<file path="config.mk">
export PLATFORM = sky130hd
export DESIGN_NAME = fifo_flags
export DESIGN_NICKNAME = d
export VERILOG_FILES = /design/src/rtl/fifo_flags.sv
export SDC_FILE = /design/constraint.sdc
export NUM_CORES = 1
export LEC_CHECK = 0
export CORE_MARGIN = 4
export CORE_UTILIZATION = 30
export DETAILED_ROUTE_END_ITERATION = 8
export GPL_ROUTABILITY_DRIVEN = 0
export GPL_TIMING_DRIVEN = 0
export MAX_ROUTING_LAYER = met4
export PLACE_DENSITY = 0.55
export SLEW_MARGIN = 10
export SYNTH_ARGS = -nofsm -noshare
export SYNTH_HDL_FRONTEND = slang
export SYNTH_SLANG_ARGS = --single-unit
</file>
<file path="constraint.sdc">
create_clock -name clk -period 3.25 [get_ports clk]
set_input_delay 0.975 -clock clk [delete_from_list [all_inputs] [get_ports clk]]
set_output_delay 0.975 -clock clk [all_outputs]
set_load 0.03 [all_outputs]
</file>
<file path="src/rtl/fifo_flags.sv">
// fifo_flags: synchronous ring-buffer FIFO for any depth (power of 2 or not)
// with occupancy count, almost-full/almost-empty flags, empty bypass and
// explicit full/empty handling. Single clock, synchronous active-high reset.
//
// Status outputs (wr_ready, empty, almost_empty, almost_full) are decoded
// from the count register only, so they follow an event by one cycle.
//
// Optional feature, enabled by defining FIFO_FLAGS_ERR_EN:
//   sticky overflow/underflow error flags (ovf_err, udf_err) with a clear
//   input (err_clr). A new error in the same cycle as err_clr wins.
// The data path is identical with or without the macro.
//
// Parameter legality: FIFO_DEPTH >= 2, 1 <= AFULL_LVL <= FIFO_DEPTH,
// 0 <= AEMPTY_LVL <= FIFO_DEPTH-1. CNT_W is derived and must not be
// overridden.

module fifo_flags #(
  parameter int FIFO_DEPTH = 100,
  parameter int DATA_WIDTH = 8,
  parameter int AFULL_LVL  = FIFO_DEPTH - 1,
  parameter int AEMPTY_LVL = 1,
  parameter int CNT_W      = $clog2(FIFO_DEPTH + 1)
) (
  input  logic                  clk,
  input  logic                  reset,
  input  logic                  wr_en,
  input  logic [DATA_WIDTH-1:0] wr_data,
  output logic                  wr_ready,
  input  logic                  rd_en,
  output logic [DATA_WIDTH-1:0] rd_data,
  output logic                  rd_val,
  output logic [CNT_W-1:0]      count,
  output logic                  empty,
  output logic                  almost_empty,
  output logic                  almost_full
`ifdef FIFO_FLAGS_ERR_EN
  ,
  input  logic                  err_clr,
  output logic                  ovf_err,
  output logic                  udf_err
`endif
);

  localparam int PTR_W = $clog2(FIFO_DEPTH);

  localparam logic [CNT_W-1:0] DEPTH_C  = CNT_W'(FIFO_DEPTH);
  localparam logic [CNT_W-1:0] AFULL_C  = CNT_W'(AFULL_LVL);
  localparam logic [CNT_W-1:0] AEMPTY_C = CNT_W'(AEMPTY_LVL);
  localparam logic [PTR_W-1:0] LAST_PTR = PTR_W'(FIFO_DEPTH - 1);

  // Storage and pointers. head = oldest entry, tail = next free slot.
  logic [DATA_WIDTH-1:0] mem [FIFO_DEPTH];
  logic [PTR_W-1:0]      head;
  logic [PTR_W-1:0]      tail;
  logic [PTR_W-1:0]      head_nxt;
  logic [PTR_W-1:0]      tail_nxt;

  // Handshake qualifiers.
  logic bypass;   // empty FIFO, simultaneous read and write: pass data through
  logic wr_acc;   // write stored into memory
  logic rd_acc;   // read served from memory

  // Status flags decoded purely from the count register.
  assign wr_ready     = (count < DEPTH_C);
  assign empty        = (count == '0);
  assign almost_empty = (count <= AEMPTY_C);
  assign almost_full  = (count >= AFULL_C);

  // The bypass consumes the write directly, so it never touches memory.
  assign bypass = empty & rd_en & wr_en;
  assign wr_acc = wr_en & wr_ready & ~bypass;
  assign rd_acc = rd_en & ~empty;

  // Next-pointer computation with explicit wrap for non-power-of-2 depths.
  always_comb begin
    // NOTE: every always_comb output gets a default first so no path can
    // leave it unassigned and infer a latch.
    head_nxt = head;
    tail_nxt = tail;
    if (rd_acc) begin
      head_nxt = (head == LAST_PTR) ? '0 : head + PTR_W'(1);
    end
    if (wr_acc) begin
      tail_nxt = (tail == LAST_PTR) ? '0 : tail + PTR_W'(1);
    end
  end

  // Pointer registers.
  always_ff @(posedge clk) begin
    // NOTE: sequential state uses non-blocking assignments so every register
    // samples pre-edge values regardless of block ordering.
    if (reset) begin
      head <= '0;
      tail <= '0;
    end else begin
      head <= head_nxt;
      tail <= tail_nxt;
    end
  end

  // Occupancy counter: +1 on write only, -1 on read only.
  always_ff @(posedge clk) begin
    if (reset) begin
      count <= '0;
    end else if (wr_acc && !rd_acc) begin
      count <= count + CNT_W'(1);
    end else if (rd_acc && !wr_acc) begin
      count <= count - CNT_W'(1);
    end
  end

  // Storage write port.
  always_ff @(posedge clk) begin
    // NOTE: the array is deliberately not reset; contents are only ever read
    // after being written, and a reset here would block RAM inference.
    if (wr_acc) begin
      mem[tail] <= wr_data;
    end
  end

  // Registered read port: memory read, empty bypass, or hold.
  always_ff @(posedge clk) begin
    if (reset) begin
      rd_data <= '0;
      rd_val  <= 1'b0;
    end else begin
      rd_val <= rd_acc | bypass;
      if (rd_acc) begin
        rd_data <= mem[head];
      end else if (bypass) begin
        rd_data <= wr_data;
      end
    end
  end

`ifdef FIFO_FLAGS_ERR_EN
  logic ovf_set;
  logic udf_set;

  // Overflow: write attempted while full. Underflow: read while empty and
  // not rescued by the bypass.
  assign ovf_set = wr_en & ~wr_ready;
  assign udf_set = rd_en & empty & ~wr_en;

  // Sticky error flags; a new set in the clearing cycle takes priority.
  always_ff @(posedge clk) begin
    if (reset) begin
      ovf_err <= 1'b0;
      udf_err <= 1'b0;
    end else begin
      ovf_err <= ovf_set | (ovf_err & ~err_clr);
      udf_err <= udf_set | (udf_err & ~err_clr);
    end
  end
`endif

endmodule
</file>
After elaboration in Yosys (flattened, before gate mapping)
Memory sizes are Yosys's and may differ from the RTL's. A register that Yosys moved wholly into a read port is not among the register bits.
Cells that the tools add are included.
{ "op_classes": {"add_sub_neg": 4, "mul": 0, "n_div": 0, "order_cmp": 3, "eq_ne": 2, "n_shift": 0, "n_mux": 10, "bitwise": 8, "reduce_logical": 7} }
{ "ops": {"columns": ["op", "count"], "rows": [
  ["7-bit 2-to-1 mux", 6],
  ["7-bit by 1-bit adder with 7-bit output (second input constant)", 3],
  ["8-bit 2-to-1 mux", 2],
  ["7-bit equality test (second input constant)", 2],
  ["7-bit >= comparator (second input constant)", 1],
  ["7-bit by 1-bit <= comparator with 1-bit output (second input constant)", 1],
  ["7-bit logical NOT", 1],
  ["7-bit less-than comparator (second input constant)", 1],
  ["7-bit by 1-bit subtractor with 7-bit output (second input constant)", 1],
  ["1-bit bitwise AND", 5],
  ["2-bit nonzero test", 2],
  ["1-bit logical AND", 2],
  ["1-bit logical NOT", 2],
  ["1-bit 2-to-1 mux", 2],
  ["1-bit inverter", 2],
  ["1-bit bitwise OR", 1]
]} }
{ "totals": {"reg_bits": 30, "latch_bits": 0, "ram_bits": 800, "romBits": 0, "word_cells": 40, "mem_count": 1} }
{ "memory_table": {"columns": ["memory", "words", "word_bits", "rd", "rd_clocked_by_memory_dff", "write_ports", "line", "source"], "rows": [
  ["mem", 100, 8, 1, 1, 1, "52", "logic [DATA_WIDTH-1:0] mem [FIFO_DEPTH];"]
]} }

Longest topological paths before layout
Gate-level depths: netlist of run 1.
{ "logic_depth": {"ltp_word": 9, "depth_mapped": 13, "mapped_depth_nobuf": 12} }

Worst setup path before layout of run 1
Ideal clock, no wire load.
{ "synth_timing": {"path_kind": "flip-flop to output port", "from": "reg count[2]", "to": "out almost_empty", "arrival_time_ns": 1.961, "t_required_ns": 2.275, "setup_slack_ns": 0.314, "path_stages_with_launch": 4, "path_buffers": 1, "cell_sequence": "dfxtp_1 or3_1 buf_2 nor4_1"} }
{ "synth_between": {"elab_chain_len": 1} }
{ "synth_rtl": {"columns": ["item", "line", "source"], "rows": [
  ["from (decl)", "32", "output logic [CNT_W-1:0] count,"],
  ["from (signal assigned)", "106", "count <= count + CNT_W'(1);"],
  ["from (signal assigned)", "108", "count <= count - CNT_W'(1);"],
  ["7-bit by 1-bit <= comparator with 1-bit output", "66", "assign almost_empty = (count <= AEMPTY_C);"],
  ["to (decl)", "34", "output logic almost_empty,"]
]} }
Every way passes these cells.

==> results of run 1 <==
==> Yosys cell counts (6+ instances only) <==
cell type    n
o21ai_1      7
mux4_1      26
nor2b_1     15
a211oi_1    14
ha_1         6
nor2_1     145
buf_12       9
clkbuf_1    18
a22o_1      23
a22oi_1     22
edfxtp_1   800
a21oi_1     23
nand2_1     43
buf_6       12
mux4_2     155
nand2b_1     7
and2_1      10
xnor2_1      6
o22ai_1     12
mux2i_1     66
dfxtp_1     37
inv_1        6
nand3_1     12
buf_2       25
nand4_1      6
xor2_1       8
nor3_1      18
o21ai_0     21
buf_4       16
==> kinds of logic after synthesis <==
| logic type | count (synthesis) | share of synthesized area |
|---|---|---|
| compound gates | 162 | 0.0358 |
| xor+xnor | 14 | 0.00370 |
| fa+ha+maj | 6 | 0.00227 |
| buf+inv | 93 | 0.0218 |
| flops | 837 | 0.747 |
| mux | 254 | 0.148 |
| simple gates | 290 | 0.0407 |
==> stage by stage <==
step | std cells | setup TNS [ns] | hold slack (ns)
finish | 3328 | 0 | 0.536
global route | 3328 | 0 | 0.571
CTS | 3325 | -24.90 | 0.527
detailed placement | 3170 | -427.72 | 0.518
global placement | 3162 | -1663.77 | 0.526
floorplan | 1656 | 0 | 0.468
==> layout make-up <==
| cell class | instances | area share |
|---|---|---|
| antenna | 3 | 0.000195 |
| sequential | 837 | 0.644 |
| clock buffer | 100 | 0.0564 |
| multi-input combinational | 726 | 0.208 |
| clock inverter | 56 | 0.0121 |
| tap | 1476 | 0.0480 |
| timing repair buffer | 38 | 0.0121 |
| buffer | 85 | 0.0186 |
| inverter | 7 | 0.000780 |
==> routing by layer <==
metal	routed length, um	track usage	up-vias	share of wire
met5	0	-	-	0
met4	3190	0.0569	0	0.035
met3	6930	0.0323	167	0.075
met2	43700	0.251	684	0.48
met1	38200	0.211	9018	0.41
li1	-	-	7093	-
==> worst max-delay path, stage by stage (launching register included) <==
cell      delay, ns
dfxtp_1        0.31
buf_2          0.24
buf_4          0.33
buf_4          0.32
clkbuf_4       0.40
mux2i_1        0.27
a22oi_1        0.13
a41oi_1        0.23
o21ai_0        0.36
a32oi_1        0.30
a31oi_1        0.10
==> sequential cells by signal, summed over array words and instances, names as in the netlist, named ones only <==
register,flops
rd_data,8
count,7
rd_val,1
mem,800
head,7
tail,7
==> power by group <==
part	switching, W	leakage (nW)	internal, W
registers	0.000169	7.49	0.0120
logic	0.00328	2.71	0.00220
clock network	0.00415	1.30	0.00522
==> cells in the final DEF (no fill, tap or decap), types with 14 or more instances in the layout <==
cell type and n:
mux4_1 26, clkbuf_1 31, buf_4 28, clkdlybuf4s50_1 19, mux4_2 155, a22o_1 23, nor2b_1 14, dfxtp_1 35
buf_2 17, mux2i_1 66, a22oi_1 22, clkbuf_16 84, a21oi_1 23, clkinv_1 23, o21ai_0 21, edfxtp_1 800
nor3_1 14, nand2_1 43, nor2_1 97, nor2_4 40, clkinv_2 18
==> worst max path at each step <==
stage                         to       start  cells past startpoint  slack [ns]
floorplan           almost_empty    count[2]                      3        0.31
global placement      mem[66][0]  wr_data[0]                      1       -1.96
detailed placement    mem[67][0]       rd_en                      7       -1.03
CTS                   mem[64][0]    count[0]                      8       -0.26
global route          rd_data[1]    register                     10       0.001
finish                rd_data[3]    register                     10        0.08
==> timing repair <==
item,in CTS,in global routing
endpoints found under the hold margin,0,0
endpoints found under the setup margin,364,423
pin swaps,0,0
resized for setup,67,57
==> metrics.txt, run 1 <==
clock buffer depth 3; H-tree depth 3; pin count of the biggest net entering global routing 69; Antenna Violating Nets Remaining 0; clock sink total between 800 and 900; syn nets 1674; worst hold start head[1]; clock skew 0.0207 ns; synthesized cell area between 30000 and 40000 sq um; PortBufs 30; leakage power 11.5 nW; Total GRT Usage 0.161; Worst Tran Pin Value 1.02 ns; Finish-stage setup viols 0; crit path kind register to register; Avg Inst Size Synth 20.0 sq um; final hold violations 0; Post-synth EDFFs 800; crit path time final 3.17 ns; max-cap viol count 0; count of hold-fix buffers inserted at cts 0; VDD IR max 0.000410 V; fin worst setup slack 0.0759 ns; DIE HEIGHT 340 um; via/cell ratio ~5; Multi-input gate area 8010 sq um; Die W 340 um; Yosys cell types 70; P per Cell Area roughly 700 nW/um^2; # DRC 0; Placement Rows 121; vias in the first global route 17011; Ys Warns 0; Reg2Reg Setup Slack 0.08 ns; Sequential cell area 24800 sq um; Relative slew margins 0.315; reg2reg path depth 10; Core ar. approximately 110000 sq um; CTS Buf Count 83; CP Capture Type register; WL final between 90000 and 100000 um; postcts setup bufs 0; CP max FO 10; fillers 10207; Main synth FF type edfxtp_1; IO Count 32; clock root cell clkbuf_16; fin nets 1796; status completed; initial antenna violation count 5; fin util 0.352; clock slew seen by the registers of the worst setup and hold paths approximately 0.06 ns; hold crit path type register to register; reg2reg end rd_data[3]; Post-DP Area 35500 sq um; number of DRC markers in iteration 0 roughly 2100; Vias 16962; asr flop ratio synth 0; Clk Latency, worst-skew pair 0.65 ns; final instance area 38500 sq um; post-synthesis sequential area ratio 0.747; post-DP HPWL about 63000 um; DP Worst Slack -1.03 ns; largest cells by area after synthesis edfxtp_1 (73%), mux4_2 (11%), dfxtp_1 (2.2%), mux4_1 (2.1%), mux2i_1 (2.0%); Final period util 0.977; Slew Viols, Final 0; Critical Path AT between 3 and 4 ns; share of layout cells above drive strength 1 0.237; Synth-to-Final Area Change 16.1%; Post-Synthesis Cells 1656; area leader, netlist edfxtp_1; first-pass GRT wire length ~130000 um; DIE AREA 116000 sq um; initial core utilization 0.303; Total Power about 0.027 W; #FFs+latches synth roughly 840; first drt pass iteration count 5; CP required 3.77 ns; RSZ-0062 raised after global routing false; grt total ovfl 0; hold depth 2; fmax 315 MHz; Critical Path Start Type register; area share of the largest cell type after synthesis 0.725; WL/cell between 20 and 30 um; CTS tree done
Note: power is estimated with default switching activity, not from simulation.
==> run 2: changes to the inputs <==
--- a/config.mk
+++ b/config.mk
@@ -11,7 +11,7 @@
 export GPL_ROUTABILITY_DRIVEN = 0
 export GPL_TIMING_DRIVEN = 0
 export MAX_ROUTING_LAYER = met4
-export PLACE_DENSITY = 0.55
+export PLACE_DENSITY = 0.42
 export SLEW_MARGIN = 10
 export SYNTH_ARGS = -nofsm -noshare
 export SYNTH_HDL_FRONTEND = slang
==> metrics.txt, run 2 (synthesis gave the netlist of run 1 again) <==
register share of total power 0.437; CP top delay family buffers and inverters; crit path max-delay cell type dfxtp_1; DIE HEIGHT 340 um; number of flip-flops in the largest register 800; via/cell ratio 5.05; Finish-stage setup viols 2; initial core utilization 0.303; fillers 10283; status finished, violations left; crit path kind register to primary output; post-DP HPWL approximately 69000 um; Clk Latency, worst-skew pair 0.67 ns; CP peak stage delay 0.41 ns; Antenna Violating Nets Remaining 0; worst hold slack 0.535 ns; initial antenna violation count 1; Vias 16922; Internal 0.0199 W; crit path time final 3.31 ns; largest registers mem (800), rd_data (8); H-tree depth 3; clock slew seen by the registers of the worst setup and hold paths about 0.060 ns; clock skew 0.0324 ns; max-cap viol count 0; leakage power approximately 12 nW; Slew Viols, Final 0; Total Power between 0.02 and 0.03 W; failing checks setup timing; Synth-to-Final Area Change 17.8%; Critical Path AT 2.33 ns; Buf/Inv on CP 2; Worst Tran Pin Value 1.07 ns; commonest non-fill, non-tap cell in the layout edfxtp_1; Clock Power Share 0.363; CP required approximately 2.3 ns; WL/cell 30.5 um; combinational share of power 0.200; Sequential cell area 24800 sq um; Final period util 1.02; Relative slew margins 0.285; share of layout cells above drive strength 1 0.263; fmax 302 MHz; CTS tree done; number of DRC markers in iteration 0 1596; Multi-input gate area 8090 sq um; vias in the first global route between 15000 and 20000; RSZ-0062 raised after global routing true; P per Cell Area 712 nW/um^2; crit path cell chain or3_1 -> buf_2 -> a211oi_1 -> nor2_1 -> dlygate4sd2_1; first drt pass iteration count 6; fin worst setup slack -0.0570 ns; count of hold-fix buffers inserted at cts 0; DIE AREA 116000 sq um; fin nets 1814; IO Count 32; first-pass GRT wire length 142000 um; fin util 0.357; pin count of the biggest net entering global routing 82; CTS Buf Count 93; hold crit path type register to register; Total GRT Usage 0.181; VDD IR max ~0.00034 V; most frequent cells in the layout edfxtp_1 (800), mux4_2 (155), clkbuf_16 (93), mux2i_1 (64), nor2_1 (60); grt total ovfl 0; clock root cell clkbuf_16; Critical Path Start Type register; Die W approximately 340 um; Reg with most FFs mem; Core ar. 109000 sq um; CP max FO 9; PortBufs 30; final hold violations 0; clock buffer depth 3; # DRC 0; CP Capture Type primary output; Placement Rows 121; clock sink total 837; Sw Ratio 0.283; WL final 102000 um; Switch Pwr ~0.008 W
-- run 2: per-stage QoR --
step / cells / setup TNS (ns) / worst slack (ns) / instance area [sq um]
5_1_grt: 3353 / -0.365 / -0.175 / 39000
3_5_place_dp: 3170 / -438.74 / -1.06 / 35500
4_1_cts: 3346 / -17.05 / -0.225 / 38600
2_1_floorplan: 1656 / 0 / 0.314 / 33100
6_report: 3354 / -0.0788 / -0.0570 / 39000
3_3_place_gp: 3162 / -1918.63 / -2.22 / 35300
-- run 2: power by group through the flow --
stage / combinational, W / clock, W / sequential (W)
floorplan: 0.00315 / 0 / 0.0124
global placement: 0.00554 / 0 / 0.0124
detailed placement: 0.00558 / 0 / 0.0124
CTS: 0.00564 / 0.0103 / 0.0121
global route: 0.00584 / 0.0108 / 0.0122
finish: 0.00557 / 0.0101 / 0.0121
-- run 2: final timing paths --
check             startpoint  cells past startpoint           to  slack (ns)
setup reg to reg    register                      9   rd_data[2]        0.04
hold / removal       head[1]                      2      head[1]        0.53
hold reg to reg      head[1]                      2      head[1]        0.53
setup / recovery    count[2]                      5  almost_full       -0.06
-- run 2: area by class of cell --
cell class | instances | share of cell area
antenna | 1 | 0.0000641
multi-input combinational | 726 | 0.207
clock buffer | 127 | 0.0644
buffer | 85 | 0.0189
timing repair buffer | 46 | 0.0168
inverter | 7 | 0.000769
sequential | 837 | 0.634
clock inverter | 49 | 0.0103
tap | 1476 | 0.0473
-- run 2: what timing repair did --
action                                  4_1_cts  5_1_grt
gates resized for setup                      83       85
pin swaps                                     0        7
endpoints found under the setup margin      434      643
cloned                                        0        0
setup buffers                                 0        8
hold endpoints to repair                      0        0
-- run 2: layer usage --
layer | wire length (um) | track usage | part of all wire
met2 | 50000 | 0.294 | 0.49
met1 | 44800 | 0.236 | 0.44
met4 | 2940 | 0.0494 | 0.029
met5 | 0 | - | 0
met3 | 4570 | 0.0316 | 0.045
-- run 2: tightest hold or removal path: stages (launching register included) --
cell,delay (ns)
dfxtp_1,0.33
nand2_1,0.06
a21oi_1,0.08
